==> config.mk <==
export PLATFORM = sky130hd
export DESIGN_NAME = receiver_param_flat
export DESIGN_NICKNAME = d
export VERILOG_FILES = /design/src/rtl/receiver_param_if.sv /design/src/rtl/receiver_param.sv /design/src/flat_wrapper.sv
export SDC_FILE = /design/constraint.sdc
export NUM_CORES = 1
export LEC_CHECK = 0
export CAP_MARGIN = 20
export CELL_PAD_IN_SITES_DETAIL_PLACEMENT = 0
export CELL_PAD_IN_SITES_GLOBAL_PLACEMENT = 1
export CORE_UTILIZATION = 43
export CTS_CLUSTER_DIAMETER = 60
export DETAILED_ROUTE_END_ITERATION = 10
export DONT_BUFFER_PORTS = 1
export GPL_TIMING_DRIVEN = 0
export PLACE_DENSITY_LB_ADDON = 0.1
export SLEW_MARGIN = 15
export SYNTH_ARGS = -nofsm -noshare
export SYNTH_HDL_FRONTEND = slang
export SYNTH_SLANG_ARGS = --single-unit
==> constraint.sdc <==
create_clock -name clk -period 4.53 [get_ports clk]
set_clock_uncertainty 0.15 [all_clocks]
set_input_delay 0.453 -clock clk [delete_from_list [all_inputs] [get_ports clk]]
set_output_delay 0.453 -clock clk [all_outputs]
set_load 0.05 [all_outputs]
==> src/rtl/receiver_param_if.sv <==
// receiver_param_if: serial line in, received word and status strobes out.
interface receiver_param_if #(
  parameter int W = 8
);
  logic         din;
  logic         full;
  logic [W-1:0] dout;
  logic         we;
  logic         parity_err;
  logic         frame_err;
  logic         overrun;
  modport master (
    input  din, full,
    output dout, we, parity_err, frame_err, overrun
  );
  modport slave (
    output din, full,
    input  dout, we, parity_err, frame_err, overrun
  );
endinterface

==> src/rtl/receiver_param.sv <==
// receiver_param: parameterised serial receiver; define RECEIVER_MAJORITY_VOTE_EN for 2-of-3 bit voting.
module receiver_param #(
  parameter logic [31:0] CLOCK_FREQUENCY = 32'd100_000_000,
  parameter logic [31:0] BAUD_RATE       = 32'd115200,
  parameter logic [31:0] WORD_WIDTH      = 32'd8,
  parameter logic [1:0]  PARITY          = 2'd0,
  parameter logic [31:0] STOP_BITS       = 32'd1
) (
  input logic clk,
  input logic rst,
  receiver_param_if.master io_bus
);
  localparam logic [31:0] CPB_RAW   = CLOCK_FREQUENCY / BAUD_RATE;
  localparam logic [31:0] CPB       = (CPB_RAW < 32'd4) ? 32'd4 : CPB_RAW;
  localparam logic [31:0] HALF      = CPB >> 1;
  localparam logic        PAR_EN    = (PARITY == 2'd1) || (PARITY == 2'd2);
  localparam logic        ODD       = PARITY == 2'd1;
  localparam logic [3:0]  LAST_DATA = 4'(WORD_WIDTH - 32'd1);
  localparam logic [3:0]  LAST_STOP = 4'(STOP_BITS - 32'd1);
  typedef enum logic [2:0] {
    S_IDLE, S_START, S_DATA, S_PARITY, S_STOP, S_WRITE, S_BREAK
  } state_t;
  state_t                r_state, w_state_n;
  logic [1:0]            r_sync;
  logic [31:0]           r_cnt, w_cnt_n;
  logic [3:0]            r_bits, w_bits_n;
  logic [WORD_WIDTH-1:0] r_shift, w_shift_n, r_dout;
  logic                  r_par, w_par_n, r_perr, w_perr_n;
  logic                  r_perr_o, r_we, r_fe, r_ov;
  logic                  w_we, w_fe, w_ov;
  logic                  w_din_s, w_bit, w_at_start, w_at_bit;
  assign w_din_s = r_sync[1];
`ifdef RECEIVER_MAJORITY_VOTE_EN
  // Decision moves one count later so the third vote lands after the nominal sample point.
  localparam logic [31:0] OFF = 32'd1;
  logic [1:0] r_hist;
  always_ff @(posedge clk)
    r_hist <= rst ? 2'b11 : {r_hist[0], w_din_s};
  assign w_bit = (w_din_s & r_hist[0]) | (w_din_s & r_hist[1]) | (r_hist[0] & r_hist[1]);
`else
  localparam logic [31:0] OFF = 32'd0;
  assign w_bit = w_din_s;
`endif
  assign w_at_start = r_cnt == HALF + OFF;
  assign w_at_bit   = r_cnt == CPB - 32'd1 + OFF;
  always_comb begin
    w_state_n = r_state;
    w_cnt_n   = r_cnt + 32'd1;
    w_bits_n  = r_bits;
    w_shift_n = r_shift;
    w_par_n   = r_par;
    w_perr_n  = r_perr;
    w_we      = 1'b0;
    w_fe      = 1'b0;
    w_ov      = 1'b0;
    case (r_state)
      S_IDLE: begin
        w_cnt_n   = '0;
        w_state_n = w_din_s ? S_IDLE : S_START;
      end
      S_START: if (w_at_start) begin
        w_cnt_n   = OFF;
        w_bits_n  = '0;
        w_par_n   = 1'b0;
        w_perr_n  = 1'b0;
        w_state_n = w_bit ? S_IDLE : S_DATA;
      end
      S_DATA: if (w_at_bit) begin
        w_cnt_n   = OFF;
        w_shift_n = {w_bit, r_shift[WORD_WIDTH-1:1]};
        w_par_n   = r_par ^ w_bit;
        w_bits_n  = (r_bits == LAST_DATA) ? 4'd0 : r_bits + 4'd1;
        w_state_n = (r_bits != LAST_DATA) ? S_DATA : PAR_EN ? S_PARITY : S_STOP;
      end
      S_PARITY: if (w_at_bit) begin
        w_cnt_n   = OFF;
        w_perr_n  = (r_par ^ w_bit) != ODD;
        w_state_n = S_STOP;
      end
      S_STOP: if (w_at_bit) begin
        w_cnt_n   = OFF;
        w_fe      = !w_bit;
        w_bits_n  = r_bits + 4'd1;
        w_state_n = !w_bit ? S_BREAK : (r_bits == LAST_STOP) ? S_WRITE : S_STOP;
      end
      S_WRITE: begin
        w_we      = !io_bus.full;
        w_ov      = io_bus.full;
        w_state_n = S_IDLE;
      end
      S_BREAK: begin
        w_cnt_n   = '0;
        w_state_n = w_din_s ? S_IDLE : S_BREAK;
      end
      default: w_state_n = S_IDLE;
    endcase
  end
  always_ff @(posedge clk) begin
    if (rst) begin
      r_sync   <= 2'b11;
      r_state  <= S_IDLE;
      r_cnt    <= '0;
      r_bits   <= '0;
      r_shift  <= '0;
      r_par    <= 1'b0;
      r_perr   <= 1'b0;
      r_dout   <= '0;
      r_perr_o <= 1'b0;
      r_we     <= 1'b0;
      r_fe     <= 1'b0;
      r_ov     <= 1'b0;
    end else begin
      r_sync   <= {r_sync[0], io_bus.din};
      r_state  <= w_state_n;
      r_cnt    <= w_cnt_n;
      r_bits   <= w_bits_n;
      r_shift  <= w_shift_n;
      r_par    <= w_par_n;
      r_perr   <= w_perr_n;
      r_dout   <= w_we ? r_shift : r_dout;
      r_perr_o <= w_we ? r_perr : r_perr_o;
      r_we     <= w_we;
      r_fe     <= w_fe;
      r_ov     <= w_ov;
    end
  end
  assign io_bus.dout       = r_dout;
  assign io_bus.we         = r_we;
  assign io_bus.parity_err = r_perr_o;
  assign io_bus.frame_err  = r_fe;
  assign io_bus.overrun    = r_ov;
endmodule

==> src/flat_wrapper.sv <==
// flat-port wrapper written by rule: the top's interface ports become plain ports
module receiver_param_flat 
#(
  parameter logic [31:0] CLOCK_FREQUENCY = 32'd100_000_000,
  parameter logic [31:0] BAUD_RATE       = 32'd115200,
  parameter logic [31:0] WORD_WIDTH      = 32'd8,
  parameter logic [1:0]  PARITY          = 2'd0,
  parameter logic [31:0] STOP_BITS       = 32'd1
)
  (clk, rst, io_bus_din, io_bus_full, io_bus_dout, io_bus_we, io_bus_parity_err, io_bus_frame_err, io_bus_overrun);
  receiver_param_if #(.W(8)) io_bus_i ();
  input logic clk;
  input logic rst;
  input wire logic [$bits(io_bus_i.din)-1:0] io_bus_din;
  input wire logic [$bits(io_bus_i.full)-1:0] io_bus_full;
  output wire logic [$bits(io_bus_i.dout)-1:0] io_bus_dout;
  output wire logic [$bits(io_bus_i.we)-1:0] io_bus_we;
  output wire logic [$bits(io_bus_i.parity_err)-1:0] io_bus_parity_err;
  output wire logic [$bits(io_bus_i.frame_err)-1:0] io_bus_frame_err;
  output wire logic [$bits(io_bus_i.overrun)-1:0] io_bus_overrun;
  assign io_bus_i.din = io_bus_din;
  assign io_bus_i.full = io_bus_full;
  assign io_bus_dout = io_bus_i.dout;
  assign io_bus_we = io_bus_i.we;
  assign io_bus_parity_err = io_bus_i.parity_err;
  assign io_bus_frame_err = io_bus_i.frame_err;
  assign io_bus_overrun = io_bus_i.overrun;
  receiver_param #(.CLOCK_FREQUENCY(CLOCK_FREQUENCY), .BAUD_RATE(BAUD_RATE), .WORD_WIDTH(WORD_WIDTH), .PARITY(PARITY), .STOP_BITS(STOP_BITS)) u_core (.clk(clk), .rst(rst), .io_bus(io_bus_i));
endmodule
After elaboration in Yosys (flattened, before gate mapping)
Index checks and enable logic that the tools add are counted.

Logic and storage cells: 72. Bits of input ports: 4. Output and inout bits: 12. Register bits: 63.

Equality and inequality tests: 14. Add/sub/neg operators: 2. Bitwise logic cells: 4. Mux-type cells: 24. Reductions and logical operators: 16.

Operator list (number): case mux 32 bit (3 select lines) (1); 2-to-1 mux 32 bit (2); adder 32 x 1 -> 32 bit (second input constant) (1); equality test 32 x 10 -> 1 bit (second input constant) (1); equality test 32 x 9 -> 1 bit (second input constant) (1); 2-to-1 mux 3 bit (7); case mux 3 bit (6 select lines) (1); 2-to-1 mux 4 bit (4); case mux 4 bit (3 select lines) (1); equality test 3 bit (second input constant) (3); != test 2 x 1 -> 1 bit (second input constant) (4); AND reduction 4 bit (2); equality test 3 x 2 -> 1 bit (second input constant) (2); AND reduction 3 bit (2); OR reduction 3 bit (2); 2-to-1 mux 1 bit (5); adder 4 x 1 -> 4 bit (second input constant) (1); equality test 4 x 3 -> 1 bit (second input constant) (1); logical NOT 4 bit (1); != test 4 x 3 -> 1 bit (second input constant) (1); case mux 1 bit (2 select lines) (2); nonzero test 2 bit (2); OR reduction 2 bit (2); equality test 3 x 1 -> 1 bit (second input constant) (1); 7 further kinds (10).

Depth between registers and ports, before layout
Word-level depth: 5. Depth in mapped cells: 7. Gate-level depth less buffers: 7.

Worst setup path before layout
OpenSTA, ideal clock, no wires.

Path type: register -> register. Start: register u_core.r_cnt[0]. End: register u_core.r_bits[3]. Stages on the path, launching flop included: 7. Slack: 2.498 ns. Library setup time: 0.122 ns. Clock period less this slack: 2.032 ns. Data required time: 4.258 ns. Buffers on the path: 0. Data arrival time: 1.760 ns. Cell sequence: dfxtp_1 > ha_1 > and4b_1 > and4bb_1 > o211ai_1 > nor3_1 > a311o_1.

Word-level cells in the longest chain between the ends: 3. Elaborated cells on any way between the ends: 6. Classes of those cells: eq/ne: 5; reduce/logical: 1.

Ends and longest elaborated chain: start: declaration (RTL line receiver_param.sv:25) `logic [31:0] r_cnt, w_cnt_n;`; start signal: assignment (RTL line receiver_param.sv:115) `r_cnt <= w_cnt_n;`; equality test 32 x 10 -> 1 bit or equality test 32 x 9 -> 1 bit (tied branches) (RTL line receiver_param.sv:45, receiver_param.sv:44); != test 2 x 1 -> 1 bit (no source line); AND reduction 4 bit (no source line) *; end signal: assignment (RTL line receiver_param.sv:116) `r_bits <= w_bits_n;`; end: declaration (RTL line receiver_param.sv:26) `logic [3:0] r_bits, w_bits_n;`.

Every way passes the cells marked *; elsewhere a longest branch is shown, timed or not. A chain may end at the register's enable or synchronous reset.

Worst setup path after layout
Start: register u_core.r_cnt[0]. End: register u_core.r_cnt[6].

Word-level cells in the longest chain between the ends: 3. Elaborated cells on any way between the ends: 6. Classes of those cells: add/sub: 1; eq/ne: 2; mux: 3.

Ends and longest elaborated chain: adder 32 x 1 -> 32 bit, or another cell as far along (RTL line receiver_param.sv:48) `w_cnt_n = r_cnt + 32'd1;`; 2-to-1 mux 32 bit (on tied branches); case mux 32 bit (3 select lines) * (RTL line receiver_param.sv:56) `case (r_state)`.

Marks and branches as above.

==> impl_metrics.tcl <==
set metrics [dict create \
    postCtsSetupRepairBufs 0 \
    setup_violations 0 \
    post-route-util_pct 49.2 \
    synthSimpleGateAreaFrac_pct 26.5 \
    dp_hpwl_um 5070 \
    slew_viol_final 0 \
    die_x_um 88.5 \
    cts_root_buffer "clkbuf_8" \
    num_antenna_cells 0 \
    hold_buffers 0 \
    worstPathArrival_ns 2.39 \
    grt_usage_pct 20.6 \
    max_slew.worst_pin.slew_ns 0.634 \
    swShare_pct 30.1 \
    maxCapViolations 0 \
    synth_xor_area_share_pct 8.98 \
    syn_inst 363 \
    fin_setup_tns_ns 0 \
    cts_buffer_depth 2 \
    pwr-share-comb_pct 15.0 \
    synth_top_family_by_area "simple AND/OR/NAND/NOR gates" \
    core_mm2 0.00725 \
    htree_num_levels 3 \
    drt-total-wl_um 7360 \
    final_area_mm2 0.00357 \
    io_pins 16 \
    cts_made_buffers 9 \
    pwr-share-clk_pct 42.2 \
    syn_to_final_growth_pct 10.9 \
    layout_commonest_cell "dfxtp_1" \
    critPathCaptureType "register" \
    vias_per_cell 5.59 \
    yosysUniqueCellTypes 57 \
    synth_compound_area_share_pct 16.8 \
    cts_tree "built" \
    dieArea_mm2 0.00784 \
    timing.rr.end "u_core.r_cnt[6]" \
    synth_edf_count 0 \
    postRouteAntennaNets 0 \
    initial_core_util_pct 44.4 \
    outcome "finished, final reports clean" \
    ctsResizeCount 0 \
    seq_area_frac_synth_pct 39.2 \
    synth_mux_area_share_pct 2.49 \
    synthAdderAreaFrac_pct 1.55 \
    fill_cells 729 \
    min_period_ns 2.32 \
    drive_gt1_share_pct 13.2 \
    final-hold-violation-count 0 \
    startpoint "u_core.r_cnt[0]" \
    regToRegSetupSlack_ns 2.21 \
    synth_async_sr_flop_share_pct 0 \
    grt_max_degree 14 \
    max-vdd-ir-drop_mv 0.174 \
    startpoint_type "register" \
    critPathMaxFanout 10 \
    syn_nets 371 \
    seq_power_share_pct 42.8 \
    total_power_mw 1.35 \
    relSlewSlack_pct 57.7 \
    grt_overflow 0 \
    max_freq_mhz 431 \
    ys.flop_type "dfxtp_1" \
    place.gp.congestion 0.806 \
    hold_start "io_bus_din" \
    first_iter_violations 86 \
    antenna_found_initial 0 \
    min_period_over_period_pct 51.2 \
    layout_common_cells "63 x dfxtp_1, 38 x nand2_1, 27 x a211oi_1" \
    required_ns 4.60 \
    p_switching_mw 0.406 \
    synth_area_per_cell_um2 8.87 \
    clk_pin_slew_ns 0.08 \
    rows 31 \
    worstRegToRegCells 7 \
    rsz0062_at_grt "no" \
    clkSinkCount 63 \
    p_leak_nw 1.09 \
    yosysWarningCount 0 \
    dpl_cell_area_mm2 0.00334 \
    syn-cell-area_mm2 0.00322 \
    drt_pass1_iterations 4 \
    path_class "register to register" \
    die_h_um 88.5 \
    ys_ff_latch 63 \
    via_count 2672 \
    grt_pass1_wl_um 12200 \
    wire_per_inst_um 15.4 \
    drc 0 \
    worstSkewPairLatency_ns 0.35 \
    p_int_mw 0.944 \
    crit_end "u_core.r_cnt[6]" \
    port_buffers 0 \
    layout.nets 382 \
    hold_path.class "input port to register" \
    reg2reg_from "u_core.r_cnt[0]" \
    powerDensity_mw_per_mm2 378 \
    grt_pass1_vias 2450 \
]
## cell type report
class	instances	area [um2]	share of cell area [%]
multi-input combinational	269	1810	50.8
sequential	63	1260	35.3
clock buffer	9	124	3.47
tap	99	124	3.47
buffer	23	116	3.26
clock inverter	7	103	2.87
inverter	8	30.0	0.841
## power by group through the flow
stage	Clock, mW	Sequential [mW]	Combinational [mW]
5_1_grt	0.604	0.579	0.221
3_5_place_dp	0	0.590	0.200
6_report	0.570	0.577	0.203
4_1_cts	0.582	0.577	0.201
2_1_floorplan	0	0.585	0.153
3_3_place_gp	0	0.590	0.202
## synthesized netlist by cell type (all sizes together) (6+ instances only)
cell    instances  area [um2]
a211oi         32         265
a21oi          19        95.1
and3            6        38.8
and4            9        82.6
buf            13        78.8
clkbuf         10        37.5
dfxtp          63        1260
inv             8        30.0
mux2i           8        80.1
nand2          40         160
nand3          14        75.1
nand4           6        37.5
nor2           20        75.1
nor3           13        70.1
nor4           15         113
o21ai           8        40.0
xnor2          26         228
xor2            7        61.3
## how the worst min path moves through the flow
stage	endpoint	slack (ns)	cells after the start
finish	u_core.r_sync[0]	0.05	1
global route	u_core.r_sync[0]	0.05	1
CTS	u_core.r_sync[0]	0.04	1
detailed placement	u_core.r_sync[1]	0.26	1
global placement	u_core.r_sync[1]	0.24	1
floorplan	u_core.r_sync[1]	0.24	1
## kinds of logic after synthesis
kind of cell	count (synthesis)
fa+ha+maj	4
xor+xnor	33
buf+inv	31
flops	63
compound gates	75
mux	8
simple gates	149
## per-stage QoR
stage                     hold WS, ns  instances  setup slack, ns
after floorplan                 0.239        363             2.50
after global placement          0.242        462             2.25
after detailed placement        0.256        462             2.23
after CTS                      0.0402        478             2.21
after global routing           0.0458        478             2.06
final                          0.0532        478             2.21
## layer usage
metal	up-vias	global-route usage (%)	part of all wire, %	wire length, um
li1	1348	-	-	-
met3	8	4.66	2.8	205
met2	37	31.5	47	3430
met5	-	0	0	0
met1	1279	28.1	49	3630
met4	0	8.65	1.3	94
## registers in the layout (all words and copies together) (netlist names)
name,cells
u_core.r_cnt,32
u_core.io_bus.parity_err,1
u_core.io_bus.we,1
u_core.r_perr,1
u_core.r_state,3
u_core.r_shift,8
u_core.io_bus.dout,8
u_core.io_bus.overrun,1
u_core.r_bits,4
u_core.r_par,1
u_core.r_sync,2
u_core.io_bus.frame_err,1
## worst max-delay path: stages (launching register included)
cell and delay (ns):
dfxtp_1 0.36, inv_1 0.07, ha_1 0.13, or3b_1 0.40, or2_1 0.27, a22oi_2 0.38, buf_2 0.31, a211oi_1 0.10
(Power assumes the default switching activity.)
